==> src/rtl/adder_tree_scheduler_pkg.sv <==
// Shared definitions for the adder-tree scheduler: default geometry,
// derived operand/sum widths and the scheduler FSM state type.
// Latency: n/a (package). Backpressure: n/a (package).
package adder_tree_pkg;

  localparam int N_STAGE_DEF = 5;
  localparam int N_REQ_DEF   = 4;
  localparam int N_CHUNK_DEF = 4;

  // Tree input is 2**N_STAGE unsigned 2-bit operands; sum of all of them
  // needs N_STAGE+2 bits.
  localparam int TREE_W = 2 * (2 ** N_STAGE_DEF);
  localparam int SUM_W  = N_STAGE_DEF + 2;

  typedef enum logic [1:0] {
    IDLE  = 2'd0,
    FEED  = 2'd1,
    DRAIN = 2'd2,
    DONE  = 2'd3
  } state_t;

  // Index width that stays at least one bit for degenerate counts.
  function automatic int id_bits(input int n);
    return (n > 1) ? $clog2(n) : 1;
  endfunction

endpackage

==> src/rtl/adder_tree_scheduler_if.sv <==
// Bundle of request, adder-tree and result signals of the scheduler.
// Latency: n/a (wiring). Backpressure: result_valid/result_ready handshake.
// Ports: master = requesters + external tree + result sink, slave = scheduler.
interface adder_tree_scheduler_if
  import adder_tree_pkg::*;
#(
  parameter int N_STAGE = N_STAGE_DEF,
  parameter int N_REQ   = N_REQ_DEF,
  parameter int N_CHUNK = N_CHUNK_DEF
);
  localparam int TREE_BITS = 2 * (2 ** N_STAGE);
  localparam int SUM_BITS  = N_STAGE + 2;
  localparam int ACC_BITS  = SUM_BITS + $clog2(N_CHUNK);
  localparam int ID_BITS   = id_bits(N_REQ);

  logic [N_REQ-1:0]                   req_valid;
  logic [N_REQ*N_CHUNK*TREE_BITS-1:0] req_data;
  logic [N_REQ-1:0]                   req_ready;
  logic [TREE_BITS-1:0]               tree_wx;
  logic [SUM_BITS-1:0]                tree_sum;
  logic                               result_valid;
  logic                               result_ready;
  logic [ACC_BITS-1:0]                result_sum;
  logic [ID_BITS-1:0]                 result_id;
  logic                               busy;

  modport master (
    output req_valid, req_data, tree_sum, result_ready,
    input  req_ready, tree_wx, result_valid, result_sum, result_id, busy
  );

  modport slave (
    input  req_valid, req_data, tree_sum, result_ready,
    output req_ready, tree_wx, result_valid, result_sum, result_id, busy
  );

endinterface

==> src/rtl/adder_tree_scheduler_rr_arbiter.sv <==
// Round-robin pick: first requester with req set at or after last_grant+1.
// Latency: combinational. Backpressure: none; caller decides when to latch.
// Ports: req (valids), last_grant (previous winner) -> grant index, any.
module rr_arbiter
  import adder_tree_pkg::*;
#(
  parameter int N_REQ = N_REQ_DEF,
  localparam int ID_BITS = id_bits(N_REQ)
) (
  input  logic [N_REQ-1:0]   req,
  input  logic [ID_BITS-1:0] last_grant,
  output logic [ID_BITS-1:0] grant,
  output logic               any
);

  // Walk offsets from the farthest to the nearest so the closest
  // requester after last_grant is the final (winning) assignment.
  always_comb begin
    grant = '0;
    any   = 1'b0;
    for (int i = N_REQ; i >= 1; i--) begin
      if (req[ID_BITS'((int'(last_grant) + i) % N_REQ)]) begin
        grant = ID_BITS'((int'(last_grant) + i) % N_REQ);
        any   = 1'b1;
      end
    end
  end

endmodule

==> src/rtl/adder_tree_scheduler.sv <==
// Time-shares one external adder tree among N_REQ requesters: streams the
// granted vector chunk by chunk, accumulates the registered tree sums.
// Latency: accept at t -> result_valid at t+N_CHUNK+2. Backpressure: DONE
// holds while result_ready=0; no new grant until the result is taken.
// Ports: clk, rst (async, active-high), bus (slave side of the interface).
module adder_tree_scheduler
  import adder_tree_pkg::*;
#(
  parameter int N_STAGE = N_STAGE_DEF,
  parameter int N_REQ   = N_REQ_DEF,
  parameter int N_CHUNK = N_CHUNK_DEF
) (
  input  logic                 clk,
  input  logic                 rst,
  adder_tree_scheduler_if.slave bus
);

  localparam int TREE_BITS = 2 * (2 ** N_STAGE);
  localparam int SUM_BITS  = N_STAGE + 2;
  localparam int ACC_BITS  = SUM_BITS + $clog2(N_CHUNK);
  localparam int ID_BITS   = id_bits(N_REQ);
  localparam int CNT_BITS  = id_bits(N_CHUNK);

  localparam logic [CNT_BITS-1:0] LAST_CHUNK = CNT_BITS'(N_CHUNK - 1);
  localparam logic [ID_BITS-1:0]  LAST_REQ   = ID_BITS'(N_REQ - 1);

  state_t               state, state_nxt;
  logic [CNT_BITS-1:0]  cnt;
  logic [ID_BITS-1:0]   grant_q;
  logic [ID_BITS-1:0]   last_grant;
  logic [ID_BITS-1:0]   arb_grant;
  logic                 arb_any;
  logic [SUM_BITS-1:0]  pipe_reg;
  logic                 pipe_vld;
  logic [ACC_BITS-1:0]  acc;
  logic                 accept;
  logic                 handshake;

  rr_arbiter #(.N_REQ(N_REQ)) u_arb (
    .req        (bus.req_valid),
    .last_grant (last_grant),
    .grant      (arb_grant),
    .any        (arb_any)
  );

  always_ff @(posedge clk or posedge rst) begin
    if (rst) state <= IDLE;
    else     state <= state_nxt;
  end

  always_comb begin
    state_nxt        = state;
    accept           = 1'b0;
    handshake        = 1'b0;
    bus.req_ready    = '0;
    bus.tree_wx      = '0;
    bus.result_valid = 1'b0;
    bus.result_sum   = '0;
    bus.result_id    = '0;
    bus.busy         = (state != IDLE);

    case (state)
      IDLE: begin
        if (arb_any) begin
          accept    = 1'b1;
          state_nxt = FEED;
        end
      end

      FEED: begin
        // Constant-index mux: requester r, chunk c sits at slice r*N_CHUNK+c.
        for (int r = 0; r < N_REQ; r++) begin
          for (int c = 0; c < N_CHUNK; c++) begin
            if (grant_q == ID_BITS'(r) && cnt == CNT_BITS'(c)) begin
              bus.tree_wx = bus.req_data[(r*N_CHUNK + c)*TREE_BITS +: TREE_BITS];
            end
          end
        end
        // Last chunk is on the tree now, so the requester may move on.
        if (cnt == LAST_CHUNK) begin
          bus.req_ready[grant_q] = 1'b1;
          state_nxt              = DRAIN;
        end
      end

      DRAIN: state_nxt = DONE;

      DONE: begin
        bus.result_valid = 1'b1;
        bus.result_sum   = acc;
        bus.result_id    = grant_q;
        if (bus.result_ready) begin
          handshake = 1'b1;
          state_nxt = IDLE;
        end
      end

      default: state_nxt = IDLE;
    endcase
  end

  // Tree output is registered one cycle before it is accumulated, so the
  // accumulator trails the chunk counter by one cycle and DRAIN adds the
  // final chunk.
  always_ff @(posedge clk or posedge rst) begin
    if (rst) begin
      cnt        <= '0;
      grant_q    <= '0;
      last_grant <= LAST_REQ;
      pipe_reg   <= '0;
      pipe_vld   <= 1'b0;
      acc        <= '0;
    end else begin
      if (pipe_vld) acc <= acc + ACC_BITS'(pipe_reg);
      case (state)
        IDLE: begin
          if (accept) begin
            grant_q  <= arb_grant;
            cnt      <= '0;
            acc      <= '0;
            pipe_vld <= 1'b0;
          end
        end
        FEED: begin
          pipe_reg <= bus.tree_sum;
          pipe_vld <= 1'b1;
          cnt      <= (cnt == LAST_CHUNK) ? '0 : cnt + CNT_BITS'(1);
        end
        DRAIN: pipe_vld <= 1'b0;
        DONE: begin
          if (handshake) last_grant <= grant_q;
        end
        default: ;
      endcase
    end
  end

endmodule

==> src/flat_wrapper.sv <==
// flat-port wrapper written by rule: the top's interface ports become plain ports
module adder_tree_scheduler_flat import adder_tree_pkg::*;
#(
  parameter int N_STAGE = N_STAGE_DEF,
  parameter int N_REQ   = N_REQ_DEF,
  parameter int N_CHUNK = N_CHUNK_DEF
)
  (clk, rst, bus_req_valid, bus_req_data, bus_tree_sum, bus_result_ready, bus_req_ready, bus_tree_wx, bus_result_valid, bus_result_sum, bus_result_id, bus_busy);
  adder_tree_scheduler_if #(.N_STAGE(N_STAGE), .N_REQ(N_REQ), .N_CHUNK(N_CHUNK)) bus_i ();
  input  logic clk;
  input  logic rst;
  input wire logic [$bits(bus_i.req_valid)-1:0] bus_req_valid;
  input wire logic [$bits(bus_i.req_data)-1:0] bus_req_data;
  input wire logic [$bits(bus_i.tree_sum)-1:0] bus_tree_sum;
  input wire logic [$bits(bus_i.result_ready)-1:0] bus_result_ready;
  output wire logic [$bits(bus_i.req_ready)-1:0] bus_req_ready;
  output wire logic [$bits(bus_i.tree_wx)-1:0] bus_tree_wx;
  output wire logic [$bits(bus_i.result_valid)-1:0] bus_result_valid;
  output wire logic [$bits(bus_i.result_sum)-1:0] bus_result_sum;
  output wire logic [$bits(bus_i.result_id)-1:0] bus_result_id;
  output wire logic [$bits(bus_i.busy)-1:0] bus_busy;
  assign bus_i.req_valid = bus_req_valid;
  assign bus_i.req_data = bus_req_data;
  assign bus_i.tree_sum = bus_tree_sum;
  assign bus_i.result_ready = bus_result_ready;
  assign bus_req_ready = bus_i.req_ready;
  assign bus_tree_wx = bus_i.tree_wx;
  assign bus_result_valid = bus_i.result_valid;
  assign bus_result_sum = bus_i.result_sum;
  assign bus_result_id = bus_i.result_id;
  assign bus_busy = bus_i.busy;
  adder_tree_scheduler #(.N_STAGE(N_STAGE), .N_REQ(N_REQ), .N_CHUNK(N_CHUNK)) u_core (.clk(clk), .rst(rst), .bus(bus_i));
endmodule
==> config.mk <==
export PLATFORM = sky130hd
export DESIGN_NAME = adder_tree_scheduler_flat
export DESIGN_NICKNAME = d
export VERILOG_FILES = /design/src/rtl/adder_tree_scheduler_pkg.sv /design/src/rtl/adder_tree_scheduler_if.sv /design/src/rtl/adder_tree_scheduler_rr_arbiter.sv /design/src/rtl/adder_tree_scheduler.sv /design/src/flat_wrapper.sv
export SDC_FILE = /design/constraint.sdc
export NUM_CORES = 1
export LEC_CHECK = 0
export ABC_CLOCK_PERIOD_IN_PS = 3750
export CORE_AREA = 5 5 434 436
export DETAILED_ROUTE_END_ITERATION = 8
export DIE_AREA = 0 0 439 441
export SLEW_MARGIN = 20
export SYNTH_ARGS = -nofsm -noshare
export SYNTH_HDL_FRONTEND = slang
export SYNTH_SLANG_ARGS = --single-unit
==> constraint.sdc <==
create_clock -name clk -period 3.75 [get_ports clk]
set_clock_uncertainty 0.1 [all_clocks]
set_input_delay 0.75 -clock clk [delete_from_list [all_inputs] [get_ports clk]]
set_output_delay 0.75 -clock clk [all_outputs]
set_load 0.02 [all_outputs]
Word-level counts from Yosys, hierarchy flattened. Cells that the tools add are included.

$add $sub $neg: 6. Order comparisons: 6. Equality and inequality tests: 13. Muxes and demuxes: 60. Reduce and logical (&&, ||, !) cells: 28.

Operators by type and width (number): $mux W64 (17); $mux W9 (4); $mux W2 (10); $mux W1 (19); $logic_and A1 B1 Y1 (17); $lt A2 B4 Y1 const B (4); $eq A2 B2 Y1 const B (6); $add A9 B7 Y9 (1); $bmux W1 S2 (4); $mux W4 (2); $pmux W2 S4 (1); $reduce_and A2 Y1 (4); $add A2 B1 Y2 const B (3); $eq A2 B1 Y1 const B (3); $logic_not A2 Y1 (3); $ne A2 B1 Y1 const B (3); $add A2 B2 Y2 const B (2); $pmux W2 S2 (1); $reduce_bool A2 Y1 (2); $lt A2 B3 Y1 const B (1); $pmux W1 S3 (1); $reduce_and A3 Y1 (1); $reduce_bool A3 Y1 (1); $demux W1 S2 (1); 2 further kinds (2).

Register bits: 25. Input bits: 1038. Word-level logic and storage cells: 120.

Longest topological paths before layout.
Depth in word-level cells: 19. Depth in mapped cells: 11.

Hierarchy. From an unflattened synthesis, not the netlist that was laid out.

Cells, all modules: 2007. Area total of the unflattened synthesis: 13422.9 um^2.

Modules (own cells, without submodules): adder_tree_scheduler (instances 1, cells each 1993, area each 13331.5 um^2); rr_arbiter (instances 1, cells each 14, area each 91.3 um^2).

Worst setup path before layout. OpenSTA, ideal clock, no wires.

Kind: reg2out. Start point: register u_core.cnt[0]. End point: output port bus_tree_wx[10]. Data arrival time: 2.325 ns. Required time: 2.900 ns. Path slack: 0.575 ns. Stages on the path, launching flop included: 10. Buffers on the path: 3. Path through: dfrtp_1 inv_1 ha_1 buf_4 or2_2 buf_2 clkbuf_1 a21oi_1 nor3_1 nor4_1.

Word-level cells in the longest chain between the ends: 19.

RTL lines: start, declared (line adder_tree_scheduler.sv:28) `logic [CNT_BITS-1:0] cnt;`; start signal, assigned (line adder_tree_scheduler.sv:127) `cnt <= (cnt == LAST_CHUNK) ? '0 : cnt + CNT_BITS'(1);`; $logic_not A2 Y1 (line adder_tree_scheduler.sv:74) `if (grant_q == ID_BITS'(r) && cnt == CNT_BITS'(c)) begin`; $logic_and A1 B1 Y1 (line adder_tree_scheduler.sv:74); $mux W64 (15 in a row) (line adder_tree_scheduler.sv:74); $mux W64 * (line adder_tree_scheduler.sv:74); $mux W64 * (line adder_tree_scheduler.sv:62) `case (state)`; end, declared (line flat_wrapper.sv:17) `output wire logic [$bits(bus_i.tree_wx)-1:0] bus_tree_wx;`.

Mark *: on every way between the ends. The rest lies on a longest branch, timed or not.

Final worst setup path.
Start point: register u_core.cnt[1]. End point: output port bus_tree_wx[2].

Same word-level chain as after synthesis.

==> flow_results.xml <==
<?xml version="1.0" encoding="UTF-8"?>
<metrics>
  <group name="routing">
    <metric name="wl_on_met1" unit="um">89060</metric>
    <metric name="dr_wl_met2" unit="um">99900</metric>
    <metric name="first_pass_iters" unit="">6</metric>
    <metric name="ant_nets" unit="">0</metric>
    <metric name="highest-signal-layer" unit="">met5</metric>
    <metric name="avgRoutedWirePerCell" unit="um">34.62</metric>
    <metric name="num_vias" unit="">27250</metric>
    <metric name="route.met3.wl" unit="um">18340</metric>
    <metric name="routed_wirelength" unit="um">216100</metric>
    <metric name="detail_route.iter0.violations" unit="">2924</metric>
    <metric name="drcViolationCount" unit="">0</metric>
    <metric name="post_detailed_route_via_to_cell_ratio" unit="">4.365</metric>
  </group>
  <group name="synth">
    <metric name="yosys_warnings" unit="">0</metric>
    <metric name="ys_types" unit="">76</metric>
    <metric name="postSynthCellCount" unit="">2309</metric>
    <metric name="ys_seq_elements" unit="">25</metric>
    <metric name="post_synthesis_net_count" unit="">3364</metric>
    <metric name="ys_dominant_reg_cell" unit="">sky130_fd_sc_hd__dfrtp_1</metric>
    <metric name="synth_sequential_area_ratio" unit="%">4.573</metric>
    <metric name="synth.avg_cell_area" unit="um2">5.948</metric>
    <metric name="synth_async_sr_flop_share" unit="%">100.0</metric>
    <metric name="synth_enable_flop_cells" unit="">0</metric>
    <metric name="synth.cell_area" unit="um2">13730</metric>
  </group>
  <group name="clock_tree">
    <metric name="worstSkewPairLatency" unit="ns">0.26</metric>
    <metric name="root_buffer" unit="">sky130_fd_sc_hd__clkbuf_16</metric>
    <metric name="clock_tree_from_tritoncts" unit="">done</metric>
    <metric name="numCtsBuffers" unit="">3</metric>
    <metric name="cts.path.max_buffers" unit="">2</metric>
    <metric name="cts.sinks" unit="">25</metric>
    <metric name="clk_pin_slew_worst_paths" unit="ns">0.06</metric>
    <metric name="h-tree-depth" unit="">1</metric>
  </group>
  <group name="placed_design">
    <metric name="io_buffers" unit="">1118</metric>
    <metric name="place_inst" unit="">6030</metric>
    <metric name="dpl-instance-area" unit="um2">30860</metric>
    <metric name="hpwlAfterDp" unit="um">183700</metric>
    <metric name="finalWeightedCongestion" unit="">0.9854</metric>
    <metric name="placement.setup.worst_slack" unit="ns">-0.6946</metric>
  </group>
  <group name="final_layout">
    <metric name="layout.cells.most_common_list" unit="">sky130_fd_sc_hd__clkdlybuf4s50_1, sky130_fd_sc_hd__buf_4, sky130_fd_sc_hd__a21oi_1</metric>
    <metric name="most_common_library_cell_in_the_layout_ignoring_fill_and_taps" unit="">sky130_fd_sc_hd__clkdlybuf4s50_1</metric>
    <metric name="finish.net_count" unit="">4771</metric>
    <metric name="layout.cells.non_filler" unit="">6242</metric>
    <metric name="final_area" unit="um2">36130</metric>
    <metric name="drive_gt1_share" unit="%">27.70</metric>
    <metric name="n_fill_cell" unit="">20830</metric>
    <metric name="largest_reg_flops" unit="">9</metric>
    <metric name="synthToLayoutAreaGrowth" unit="%">163.1</metric>
  </group>
  <group name="global_route">
    <metric name="grt_overflow" unit="">0</metric>
    <metric name="grt_pass1_vias" unit="">26320</metric>
    <metric name="antenna_found_initial" unit="">129</metric>
    <metric name="grt_first_pass_wirelength" unit="um">267400</metric>
    <metric name="grt_util_all_layers" unit="%">20.54</metric>
    <metric name="pin_count_of_the_biggest_net_entering_global_routing" unit="">61</metric>
  </group>
  <group name="power">
    <metric name="leakage" unit="nW">12.71</metric>
    <metric name="cell_pwr_density" unit="nW/um2">750.0</metric>
    <metric name="power.total" unit="W">0.02710</metric>
    <metric name="peakVddDrop" unit="mV">0.3656</metric>
  </group>
  <group name="timing">
    <metric name="max_slew.worst_pin.slew" unit="ns">0.9582</metric>
    <metric name="number_of_max_slew_violations_in_the_final_report" unit="">0</metric>
    <metric name="post-route-period-util" unit="%">102.0</metric>
    <metric name="grt_setup_unrepaired" unit="">true</metric>
    <metric name="fmax" unit="MHz">261.3</metric>
    <metric name="setup-violations-final" unit="">6</metric>
    <metric name="final_critical_path_setup_slack" unit="ns">-0.07666</metric>
    <metric name="slew_headroom" unit="%">35.72</metric>
    <metric name="tns" unit="ns">-0.2396</metric>
    <metric name="period_minus_slack" unit="ns">3.827</metric>
    <metric name="hold_viol" unit="">0</metric>
  </group>
  <group name="worst_setup_path">
    <metric name="timing.critical_path.arrival" unit="ns">2.98</metric>
    <metric name="worst-endpoint-required" unit="ns">2.90</metric>
    <metric name="worstSetupPathType" unit="">flip-flop to primary output</metric>
    <metric name="critPathMaxFanout" unit="">9</metric>
    <metric name="start_kind" unit="">flip-flop</metric>
    <metric name="worstSetupEndpointType" unit="">primary output</metric>
  </group>
  <group name="floorplanning">
    <metric name="fp.coreArea" unit="um2">184200</metric>
    <metric name="die-width" unit="um">439</metric>
    <metric name="num_io_pins" unit="">1119</metric>
    <metric name="overall_die_area" unit="um2">193600</metric>
    <metric name="die_height" unit="um">441</metric>
    <metric name="rows" unit="">158</metric>
    <metric name="initial_utilization" unit="%">7.454</metric>
  </group>
  <group name="flow_run">
    <metric name="timing.max_cap.violations" unit="">0</metric>
  </group>
  <group name="run_status">
    <metric name="violated_checks" unit="">negative setup slack</metric>
    <metric name="run_status" unit="">finished with violations</metric>
  </group>
  <group name="min_path">
    <metric name="holdCritPathClass" unit="">flip-flop to flip-flop</metric>
  </group>
</metrics>
-- cell type report --
class	count	area, um2	area share (%)
flip-flops and latches	25	636.9	1.763
well taps	2480	3103	8.589
multi-input cells	1918	13990	38.73
repair buffers	1686	17850	49.42
inverters	82	345.3	0.9558
diodes	47	117.6	0.3255
clock buffers	4	78.83	0.2182
-- metal layers --
metal | GRT usage [%] | up-vias
met1 | 26.45 | 13450
met4 | 6.386 | 68
met5 | 0 | -
li1 | - | 11580
met3 | 5.019 | 373
met2 | 33.73 | 1783
-- logic make-up (layout without fill, tap and decap cells) --
logic type / after synthesis / count (layout) / share of synthesized area (%)
adders and majority gates: 17 / 17 / 1.603
and+or+nand+nor: 718 / 718 / 26.25
DFF: 25 / 25 / 4.573
muxes: 10 / 10 / 0.7926
other: 0 / 47 / 0
AOI/OAI and AO/OA: 1170 / 1170 / 54.36
xor gates and xnor gates: 3 / 3 / 0.1913
buffers and inverters: 366 / 1772 / 12.23
-- power by group --
part	switching [W]	internal, W
clock network	0.0000953	0.000146
registers	0.000152	0.000405
logic	0.0147	0.0116
total	0.0149	0.0122
-- path summary, 6_finish.rpt --
check | from | to | slack [ns] | cells after the start
worst max-delay path | u_core.cnt[1]$_DFFE_PP0P_ | bus_tree_wx[2] | -0.08 | 13
worst min-delay path | u_core.pipe_reg[0]$_DFFE_PP0P_ | u_core.pipe_reg[0]$_DFFE_PP0P_ | 0.42 | 1
worst max register to register | u_core.cnt[1]$_DFFE_PP0P_ | u_core.state[1]$_DFFE_PP0P_ | 1.44 | 8
worst min register to register | u_core.pipe_reg[0]$_DFFE_PP0P_ | u_core.pipe_reg[0]$_DFFE_PP0P_ | 0.42 | 1
max in group asynchronous | rst | u_core.grant_q[0]$_DFFE_PP0P_ | 2.22 | 2
min in group asynchronous | rst | u_core.pipe_reg[1]$_DFFE_PP0P_ | 0.81 | 2
-- cells in the mapped netlist (23+ instances only) --
cell type	n	share of area, %
sky130_fd_sc_hd__nand2_1	256	7.0
sky130_fd_sc_hd__o21ai_0	198	7.2
sky130_fd_sc_hd__nor2b_1	62	2.8
sky130_fd_sc_hd__a22o_1	29	1.8
sky130_fd_sc_hd__o32ai_1	29	1.8
sky130_fd_sc_hd__nor2_1	122	3.3
sky130_fd_sc_hd__clkbuf_1	118	3.2
sky130_fd_sc_hd__nand3b_1	68	3.7
sky130_fd_sc_hd__inv_1	79	2.2
sky130_fd_sc_hd__o2111a_1	32	2.6
sky130_fd_sc_hd__o221ai_1	37	2.4
sky130_fd_sc_hd__a31oi_1	32	1.5
sky130_fd_sc_hd__nor4_1	30	1.4
sky130_fd_sc_hd__a21oi_1	386	14
sky130_fd_sc_hd__a221oi_1	39	2.5
sky130_fd_sc_hd__o21ai_1	46	1.7
sky130_fd_sc_hd__a21o_1	32	1.7
sky130_fd_sc_hd__o21a_1	59	3.2
sky130_fd_sc_hd__a311oi_1	32	2.0
sky130_fd_sc_hd__buf_2	121	4.4
sky130_fd_sc_hd__nor3_1	63	2.3
sky130_fd_sc_hd__o22ai_1	85	3.9
sky130_fd_sc_hd__dfrtp_1	23	4.2
sky130_fd_sc_hd__nand2b_1	70	3.2
sky130_fd_sc_hd__a211oi_1	67	3.7
-- stage by stage --
| step | hold slack, ns | util [%] |
|---|---|---|
| finish | 0.4152 | 19.61 |
| detailed placement | 0.3951 | 16.75 |
| global route | 0.4331 | 19.59 |
| floorplan | 0.3657 | - |
| global placement | 0.3796 | 16.74 |
| CTS | 0.4040 | 18.53 |
-- repair_timing --
action / 4_1_cts / 5_1_grt
cloned: 14 / 12
hold buffers: 0 / 0
setup buffers: 100 / 53
setup endpoints to repair: 66 / 64
pin swaps: 94 / 118
gates resized for setup: 490 / 264
-- worst max-delay path, cell delays in order (launching register included) --
cell,delay [ns]
sky130_fd_sc_hd__dfrtp_2,0.44
sky130_fd_sc_hd__buf_12,0.14
sky130_fd_sc_hd__ha_4,0.18
sky130_fd_sc_hd__buf_12,0.16
sky130_fd_sc_hd__or3b_4,0.42
sky130_fd_sc_hd__buf_8,0.17
sky130_fd_sc_hd__buf_4,0.16
sky130_fd_sc_hd__a21oi_4,0.15
sky130_fd_sc_hd__a211oi_2,0.07
sky130_fd_sc_hd__buf_4,0.16
sky130_fd_sc_hd__o21ai_2,0.09
sky130_fd_sc_hd__buf_4,0.14
sky130_fd_sc_hd__o2111a_2,0.23
sky130_fd_sc_hd__buf_12,0.13
Note: power is estimated with default switching activity, not from simulation.
